File: config.mk
export PLATFORM = sky130hd
export DESIGN_NAME = fetch_stage
export DESIGN_NICKNAME = d
export VERILOG_FILES = /design/src/rtl/cpu_types_pkg.sv /design/src/rtl/ifid_register.sv /design/src/rtl/fetch_stage.sv
export SDC_FILE = /design/constraint.sdc
export NUM_CORES = 1
export LEC_CHECK = 0
export CAP_MARGIN = 40
export CORE_MARGIN = 3
export CORE_UTILIZATION = 34
export CTS_CLUSTER_DIAMETER = 50
export DETAILED_ROUTE_END_ITERATION = 16
export GPL_TIMING_DRIVEN = 0
export PLACE_DENSITY = 0.87
export SYNTH_ARGS = -nofsm -noshare
export SYNTH_HDL_FRONTEND = slang
export SYNTH_HIERARCHICAL = 1
export SYNTH_SLANG_ARGS = --single-unit
File: constraint.sdc
create_clock -name CLK -period 1.7 [get_ports CLK]
set_input_delay 0.17 -clock CLK [delete_from_list [all_inputs] [get_ports CLK]]
set_output_delay 0.17 -clock CLK [all_outputs]
set_load 0.03 [all_outputs]
File: src/rtl/cpu_types_pkg.sv
// rtl/cpu_types_pkg.sv - shared CPU word, opcode and fetch-state types
package cpu_types_pkg;
  typedef logic [31:0] word_t;
  typedef logic [5:0]  opcode_t;

  localparam opcode_t HALT = 6'b111111;

  typedef enum logic [1:0] {
    RUN    = 2'd0,
    SKID   = 2'd1,
    HALTED = 2'd2
  } fetch_state_t;

  function automatic logic is_halt(input word_t w);
    return w[31:26] == HALT;
  endfunction
endpackage

File: src/rtl/ifid_register.sv
// rtl/ifid_register.sv - IF/ID style pipeline entry with load/hold/bubble/flush
module ifid_register
  import cpu_types_pkg::*;
(
  input  logic        CLK,
  input  logic        nRST,
  input  logic        i_load,
  input  logic        i_bubble,
  input  logic        i_flush,
  input  logic [31:0] i_instr,
  input  logic [31:0] i_pc,
  input  logic [31:0] i_pc4,
  output logic        o_valid,
  output logic [31:0] o_instr,
  output logic [31:0] o_pc,
  output logic [31:0] o_pc4
);
  logic  r_valid;
  word_t r_instr;
  word_t r_pc;
  word_t r_pc4;

  // Bubble and flush only drop the valid bit; stale payload is harmless.
  always_ff @(posedge CLK or negedge nRST) begin
    if (!nRST) begin
      r_valid <= 1'b0;
      r_instr <= '0;
      r_pc    <= '0;
      r_pc4   <= '0;
    end else if (i_flush || i_bubble) begin
      r_valid <= 1'b0;
    end else if (i_load) begin
      r_valid <= 1'b1;
      r_instr <= i_instr;
      r_pc    <= i_pc;
      r_pc4   <= i_pc4;
    end
  end

  assign o_valid = r_valid;
  assign o_instr = r_instr;
  assign o_pc    = r_pc;
  assign o_pc4   = r_pc4;
endmodule

File: src/rtl/fetch_stage.sv
// rtl/fetch_stage.sv - instruction fetch FSM feeding IF/ID; FETCH_SKID_EN adds a one-entry skid buffer
module fetch_stage
  import cpu_types_pkg::*;
(
  input  logic        CLK,
  input  logic        nRST,
  input  logic [31:0] PC,
  input  logic [31:0] PC4,
  input  logic        ihit,
  input  logic [31:0] iload,
  input  logic        dec_stall,
  input  logic        flush,
  output logic        iREN,
  output logic [31:0] iaddr,
  output logic        pc_stall,
  output logic        ifid_valid,
  output logic [31:0] ifid_instr,
  output logic [31:0] ifid_pc,
  output logic [31:0] ifid_pc4
);
  fetch_state_t r_state;

  logic  w_accept;
  logic  w_capture;
  logic  w_drain;
  logic  w_skid_halt;
  logic  w_ifid_load;
  logic  w_ifid_bubble;
  word_t w_src_instr;
  word_t w_src_pc;
  word_t w_src_pc4;

  assign w_accept = (r_state == RUN) && ihit && !dec_stall && !flush;

`ifdef FETCH_SKID_EN
  logic  w_skid_valid;
  word_t w_skid_instr;
  word_t w_skid_pc;
  word_t w_skid_pc4;

  assign w_capture = (r_state == RUN) && ihit && dec_stall && !flush;
  assign w_drain   = (r_state == SKID) && !dec_stall && !flush;

  ifid_register u_skid (
    .CLK      (CLK),
    .nRST     (nRST),
    .i_load   (w_capture),
    .i_bubble (w_drain),
    .i_flush  (flush),
    .i_instr  (iload),
    .i_pc     (PC),
    .i_pc4    (PC4),
    .o_valid  (w_skid_valid),
    .o_instr  (w_skid_instr),
    .o_pc     (w_skid_pc),
    .o_pc4    (w_skid_pc4)
  );

  assign w_skid_halt = w_skid_valid && is_halt(w_skid_instr);
  assign w_src_instr = w_drain ? w_skid_instr : iload;
  assign w_src_pc    = w_drain ? w_skid_pc    : PC;
  assign w_src_pc4   = w_drain ? w_skid_pc4   : PC4;
`else
  assign w_capture   = 1'b0;
  assign w_drain     = 1'b0;
  assign w_skid_halt = 1'b0;
  assign w_src_instr = iload;
  assign w_src_pc    = PC;
  assign w_src_pc4   = PC4;
`endif

  assign w_ifid_load   = w_accept || w_drain;
  assign w_ifid_bubble = !dec_stall && (((r_state == RUN) && !ihit) || (r_state == HALTED));

  ifid_register u_ifid (
    .CLK      (CLK),
    .nRST     (nRST),
    .i_load   (w_ifid_load),
    .i_bubble (w_ifid_bubble),
    .i_flush  (flush),
    .i_instr  (w_src_instr),
    .i_pc     (w_src_pc),
    .i_pc4    (w_src_pc4),
    .o_valid  (ifid_valid),
    .o_instr  (ifid_instr),
    .o_pc     (ifid_pc),
    .o_pc4    (ifid_pc4)
  );

  always_ff @(posedge CLK or negedge nRST) begin
    if (!nRST) begin
      r_state <= RUN;
    end else if (flush) begin
      r_state <= RUN;
    end else begin
      case (r_state)
        RUN: begin
          if (w_accept && is_halt(iload)) r_state <= HALTED;
          else if (w_capture)             r_state <= SKID;
        end
        SKID: begin
          if (w_drain) r_state <= w_skid_halt ? HALTED : RUN;
        end
        HALTED:  r_state <= HALTED;
        default: r_state <= RUN;
      endcase
    end
  end

  // The PC is released whenever the current word is taken somewhere, or on redirect.
  always_comb begin
    iREN  = (r_state == RUN);
    iaddr = PC;
    if (flush)                 pc_stall = 1'b0;
    else if (r_state != RUN)   pc_stall = 1'b1;
    else                       pc_stall = !(w_accept || w_capture);
  end
endmodule

==> results of run 1 <==
-- registers in the layout (all words and copies together), names as in the netlist --
| register | flops |
|---|---|
| u_ifid/o_pc4 | 32 |
| u_ifid/o_pc | 32 |
| r_state | 1 |
| u_ifid/o_valid | 1 |
| u_ifid/o_instr | 32 |
-- kinds of logic (layout without fill, tap and decap cells) --
group | count (synthesis) | count (layout) | synth area share
multiplexers | 96 | 96 | 0.2742
AO/OA/AOI/OAI | 3 | 3 | 0.005395
AND/OR/NAND/NOR | 6 | 6 | 0.01587
flip-flops | 98 | 98 | 0.6220
buffers and inverters | 44 | 299 | 0.08251
-- cell usage after synthesis --
master and count:
and2b_2 1, nor3_1 1, mux2_1 40, nor2_1 1, buf_4 33, nor3b_2 1, mux2_2 56, and4_1 1
nor4b_4 1, dfrtp_1 98, a31oi_1 1, a41o_1 1, inv_1 2, buf_2 5, buf_6 4, a21oi_1 1
-- power by group through the flow --
stage               Combinational [W]  Clock [W]  Sequential [W]
floorplan                    0.000605          0         0.00429
global placement              0.00332          0         0.00316
detailed placement            0.00339          0         0.00320
CTS                           0.00344    0.00233         0.00316
global route                  0.00369    0.00244         0.00324
finish                        0.00353    0.00224         0.00316
-- final timing paths --
kind,from,to,slack [ns],cells past startpoint
setup / recovery,r_state[1],u_ifid/o_pc[24],-0.07,5
hold / removal,flush,u_ifid/o_valid,0.34,2
setup reg to reg,r_state[1],u_ifid/o_pc[24],-0.07,5
hold reg to reg,u_ifid/o_pc[30],u_ifid/o_pc[30],0.48,1
max in group asynchronous,nRST,u_ifid/o_instr[1],0.66,3
min in group asynchronous,nRST,u_ifid/o_pc4[25],0.38,2
-- final cells by class --
class                   count  area share
multi-input cells         105      0.1852
well taps                 140     0.02477
inverters                   2    0.001061
clock inverters             6     0.01486
clock buffers              10     0.03237
repair buffers            240      0.3398
flip-flops and latches     98      0.3467
plain buffers              41     0.05519
-- worst max-delay path, stage by stage (launching register included) --
cell	delay, ns
dfrtp_1	0.42
nor4b_4	0.25
nor3b_4	0.27
buf_6	0.21
buf_8	0.16
mux2_1	0.33
-- routing by layer --
layer | up-vias | wire length (microns) | global-route usage
met5 | - | 0 | 0
li1 | 1322 | - | -
met3 | 10 | 1379 | 0.08064
met4 | 0 | 130 | 0.04647
met1 | 1363 | 3839 | 0.1755
met2 | 151 | 5418 | 0.2917
-- stage by stage --
stage | cell area (sq um) | setup TNS (ns)
after global routing | 7073 | -10.62
after global placement | 6440 | -357.20
final | 7073 | -3.648
after detailed placement | 6465 | -66.06
after CTS | 6889 | -6.651
after floorplan | 3953 | 0
-- repair_timing --
action	in CTS	in global routing
setup endpoints to repair	98	96
setup buffers	3	4
pin swaps	1	1
endpoints found under the hold margin	44	0
hold buffers	1	0
gates resized for setup	24	40
==> qor.txt, run 1 <==
Switching power: 0.002891 W
Cell area power density: 1264 nW/um^2
Post-Synthesis Cells: 247
Synth warn: 6
Setup Skew: 0.006419 ns
I/O pins: 232
CP max FO: 10
Setup violations, final: 95
Min-Delay Path Class: in -> reg
GRT Overall Usage: 0.1655
Max capacitance violation total: 0
Drt drc: 0
CTS H-tree lvls: 3
Initial antenna violation count: 0
Hold_ws: 0.3369 ns
Area of the multi-input gates: 1310 sq um
Die height: 113.7 microns
Clock Sinks: 98
Status: finished, violations left
Failing checks: setup timing
Dpl cells: 619
Max clock buf depth: 2
Final ANT Viol Nets: 0
Flop pwr share: 0.354
Fmax achieved: 0.5652 GHz
Largest net degree at the start of global routing: 55
Synthesized area per cell: 15.96 sq um
Post-DP HPWL: 8299 microns
CTS tree: yes
Clock transition at the registers of the reported paths: 0.06 ns
Sequential fraction of the synthesis area: 0.6220
Inserted Clock Buffers: 9
Layout cells sized above 1: 0.2849
Slew at the pin closest to its max-slew limit: 0.5897 ns
Critical path arrival: 1.98 ns
Req. time, crit path: 1.91 ns
Final Wtd Congestion: 0.7523
Number of global-route vias before repair: 3,216
Crit start category: flop
DRT Pass-1 Iters: 4
Slew headroom: 0.6069
#FFs+latches synth: 98
WL per Instance: 16.77 microns
Grt ovf: 0
Most common cell after layout, fill and taps aside: clkdlybuf4s50_1
Net Sw Frac: 0.3233
Row Count: 38
Worst vdd ir: 0.0007468 V
FILL cells: 795
Die area: 12,920 sq um
Non-Filler Instances: 642
Nets: 598
Total power: 0.008941 W
Number of diodes: 0
Clk_lat worst skew: 0.33 ns
Max Transition Viols Final: 0
Final period util: 1.041
Tmin final: 1.769 ns
Final wirelength: 10,770 microns
Core Footprint: 11,080 sq um
Post-synth top area share: 0.6220
Setup Crit Path Kind: reg -> reg
P_leak: 3.066 nW
Clock group share of total power: 0.251
Top post-synthesis cells by area: dfrtp_1 62%, mux2_2 16%, mux2_1 11%
Final worst setup slack: -0.06915 ns
Hold violation count in the final report: 0
Pre-CTS WS: -0.7455 ns
Clock Tree Root: clkbuf_16
Via count of the routed design: 2,846
PortBufs: 231
Combinational share of power: 0.395
Post-Synthesis Cell Area: 3943 sq um
Initial core utilization: 0.3559
FF/Latch Area: 2452 sq um
Vias per cell: 4.433
Most frequent cells in the layout: 227 x clkdlybuf4s50_1, 98 x dfrtp_1, 38 x buf_4
CP Capture Type: flop
Starting DRT DRC Count: 98
Post-synth cell types: 16
First-pass GRT wire length: 16,790 microns
Pint: 0.006050 W
Area grow syn2layout: 79.40%
Die extent in x: 113.7 microns
RSZ-0062 raised after global routing: yes
Layout Utilization: 0.6385
Yosys top cell by area: dfrtp_1
Post-Syn Nets: 348
Note: power is estimated with default switching activity, not from simulation.
==> run 2, diff against run 1 <==
CTS_CLUSTER_DIAMETER = 100   (was 50)
SKIP_CTS_REPAIR_TIMING = 1   (was default)
==> run 2 against run 1 <==
The flow still finishes with violations (setup timing); global-route usage decreased by 0.27 points; cell count increased by 0.31%; fmax decreased by 6.3%; count of clock-buffer cells in the layout unchanged; total power increased by 0.20%; wire length increased by 0.72%; critical path type unchanged; largest power group unchanged.
==> qor.txt, run 2 (synthesis gave the netlist of run 1 again) <==
Status: finished, violations left
Failing checks: setup timing
Largest net degree at the start of global routing: 55
Setup Crit Path Kind: reg -> reg
Die area: 12,920 sq um
WL per Instance: 16.84 microns
Req. time, crit path: 1.91 ns
GR met1 Demand/Resource: 0.1707
Initial antenna violation count: 0
Crit start category: flop
Min-Delay Path Class: in -> async
RSZ-0062 raised after global routing: yes
Drt drc: 0
CP Capture Type: flop
Critical path arrival: 2.10 ns
Layer with the highest usage: met2
Hold violation count in the final report: 0
Final wirelength: 10,850 microns
Max Transition Viols Final: 0
Starting DRT DRC Count: 78
Number of diodes: 0
Grt ovf: 0
CTS H-tree lvls: 3
Clk_lat worst skew: 0.33 ns
Most frequent cells in the layout: 228 x clkdlybuf4s50_1, 98 x dfrtp_1, 53 x mux2_2
Inserted Clock Buffers: 9
Initial core utilization: 0.3559
Setup Skew: 0.007108 ns
First-pass GRT wire length: 16,500 microns
Slew at the pin closest to its max-slew limit: 0.5953 ns
DRT Pass-1 Iters: 4
Max clock buf depth: 2
Max capacitance violation total: 0
PortBufs: 231
Hold_ws: 0.3797 ns
Die extent in x: 113.7 microns
Vias per cell: 4.438
Final ANT Viol Nets: 0
Area of the multi-input gates: 1303 sq um
Post-DP HPWL: 8299 microns
Setup violations, final: 96
GRT Overall Usage: 0.1628
FILL cells: 805
Total power: 0.008958 W
M2 GR Usage: 0.2901
P_leak: 3.081 nW
Final Wtd Congestion: 0.7523
CP max FO: 10
Area grow syn2layout: 80.45%
Final worst setup slack: -0.1888 ns
Clock Sinks: 98
Area post-placement: 6465 sq um
Clock Tree Root: clkbuf_16
Most common cell after layout, fill and taps aside: clkdlybuf4s50_1
I/O pins: 232
Design area: 7114 sq um
Final period util: 1.111
Row Count: 38
Layout cells sized above 1: 0.3155
Worst vdd ir: 0.0007580 V
Core Footprint: 11,080 sq um
Via count of the routed design: 2,858
Tmin final: 1.889 ns
Fmax achieved: 0.5294 GHz
Slew headroom: 0.6031
Die height: 113.7 microns
Number of global-route vias before repair: 3,160
FF/Latch Area: 2452 sq um
Cell area power density: 1259 nW/um^2
CTS tree: yes
Nets: 600
Routing usage on met3: 0.07905
Clock transition at the registers of the reported paths: 0.07 ns
[run 2: cell types whose count changed in the layout (fill, tap and decap cells not counted), moves of 3 or more]
cell	delta
mux2_2	+16
mux2_1	-14
buf_8	-5
buf_6	+4
dlygate4sd2_1	-3
[run 2: power by group]
group	leakage, nW	internal, W	switching, W	total (W)
registers	1.19	0.00288	0.000281	0.00316
clock network	0.166	0.00143	0.000819	0.00225
logic	1.73	0.00176	0.00179	0.00355
total	3.08	0.00607	0.00289	0.00896
[run 2: critical path, stage by stage (launching register included)]
cell	delay [ns]
dfrtp_1	0.42
nor4b_4	0.33
nor3b_4	0.28
buf_6	0.15
buf_12	0.13
buf_12	0.14
mux2_1	0.32
[run 2: final cells by class]
cell class              instances  share of cell area
clock inverters                 6             0.01477
plain buffers                  41             0.05346
inverters                       2            0.001055
multi-input cells             105              0.1831
flip-flops and latches         98              0.3447
well taps                     140             0.02462
repair buffers                242              0.3461
clock buffers                  10             0.03218
[run 2: per-layer routing]
metal,wire [microns],share of wire,vias up
met5,0,0,-
met4,103,0.0095,0
met3,1346,0.12,8
met2,5382,0.50,151
met1,4012,0.37,1374
li1,-,-,1325
[run 2: worst paths after layout]
kind                                    start                  to  slack, ns  cells after the start
max reg2reg                        r_state[1]  u_ifid/o_instr[15]      -0.19                      6
min reg2reg                u_ifid/o_instr[13]  u_ifid/o_instr[13]       0.48                      1
min in group CLK                    iload[13]  u_ifid/o_instr[13]       0.44                      2
min                                      nRST    u_ifid/o_pc4[25]       0.38                      2
max in group asynchronous                nRST   u_ifid/o_instr[1]       0.66                      3
max                                r_state[1]  u_ifid/o_instr[15]      -0.19                      6
[run 2: per-stage QoR]
stage | instances | worst slack, ns | TNS [ns] | utilization
floorplan | 247 | 0.006085 | 0 | -
global placement | 618 | -3.026 | -357.20 | 0.5813
detailed placement | 619 | -0.7455 | -66.06 | 0.5836
CTS | 635 | -0.3971 | -32.65 | 0.6137
global route | 644 | -0.2850 | -21.88 | 0.6422
finish | 644 | -0.1888 | -12.67 | 0.6422
==> run 3, diff against run 2 <==
HOLD_SLACK_MARGIN = 0.06   (was default)
==> results of run 3 <==
The final DEF is identical to that of run 2; final timing and power are the same.
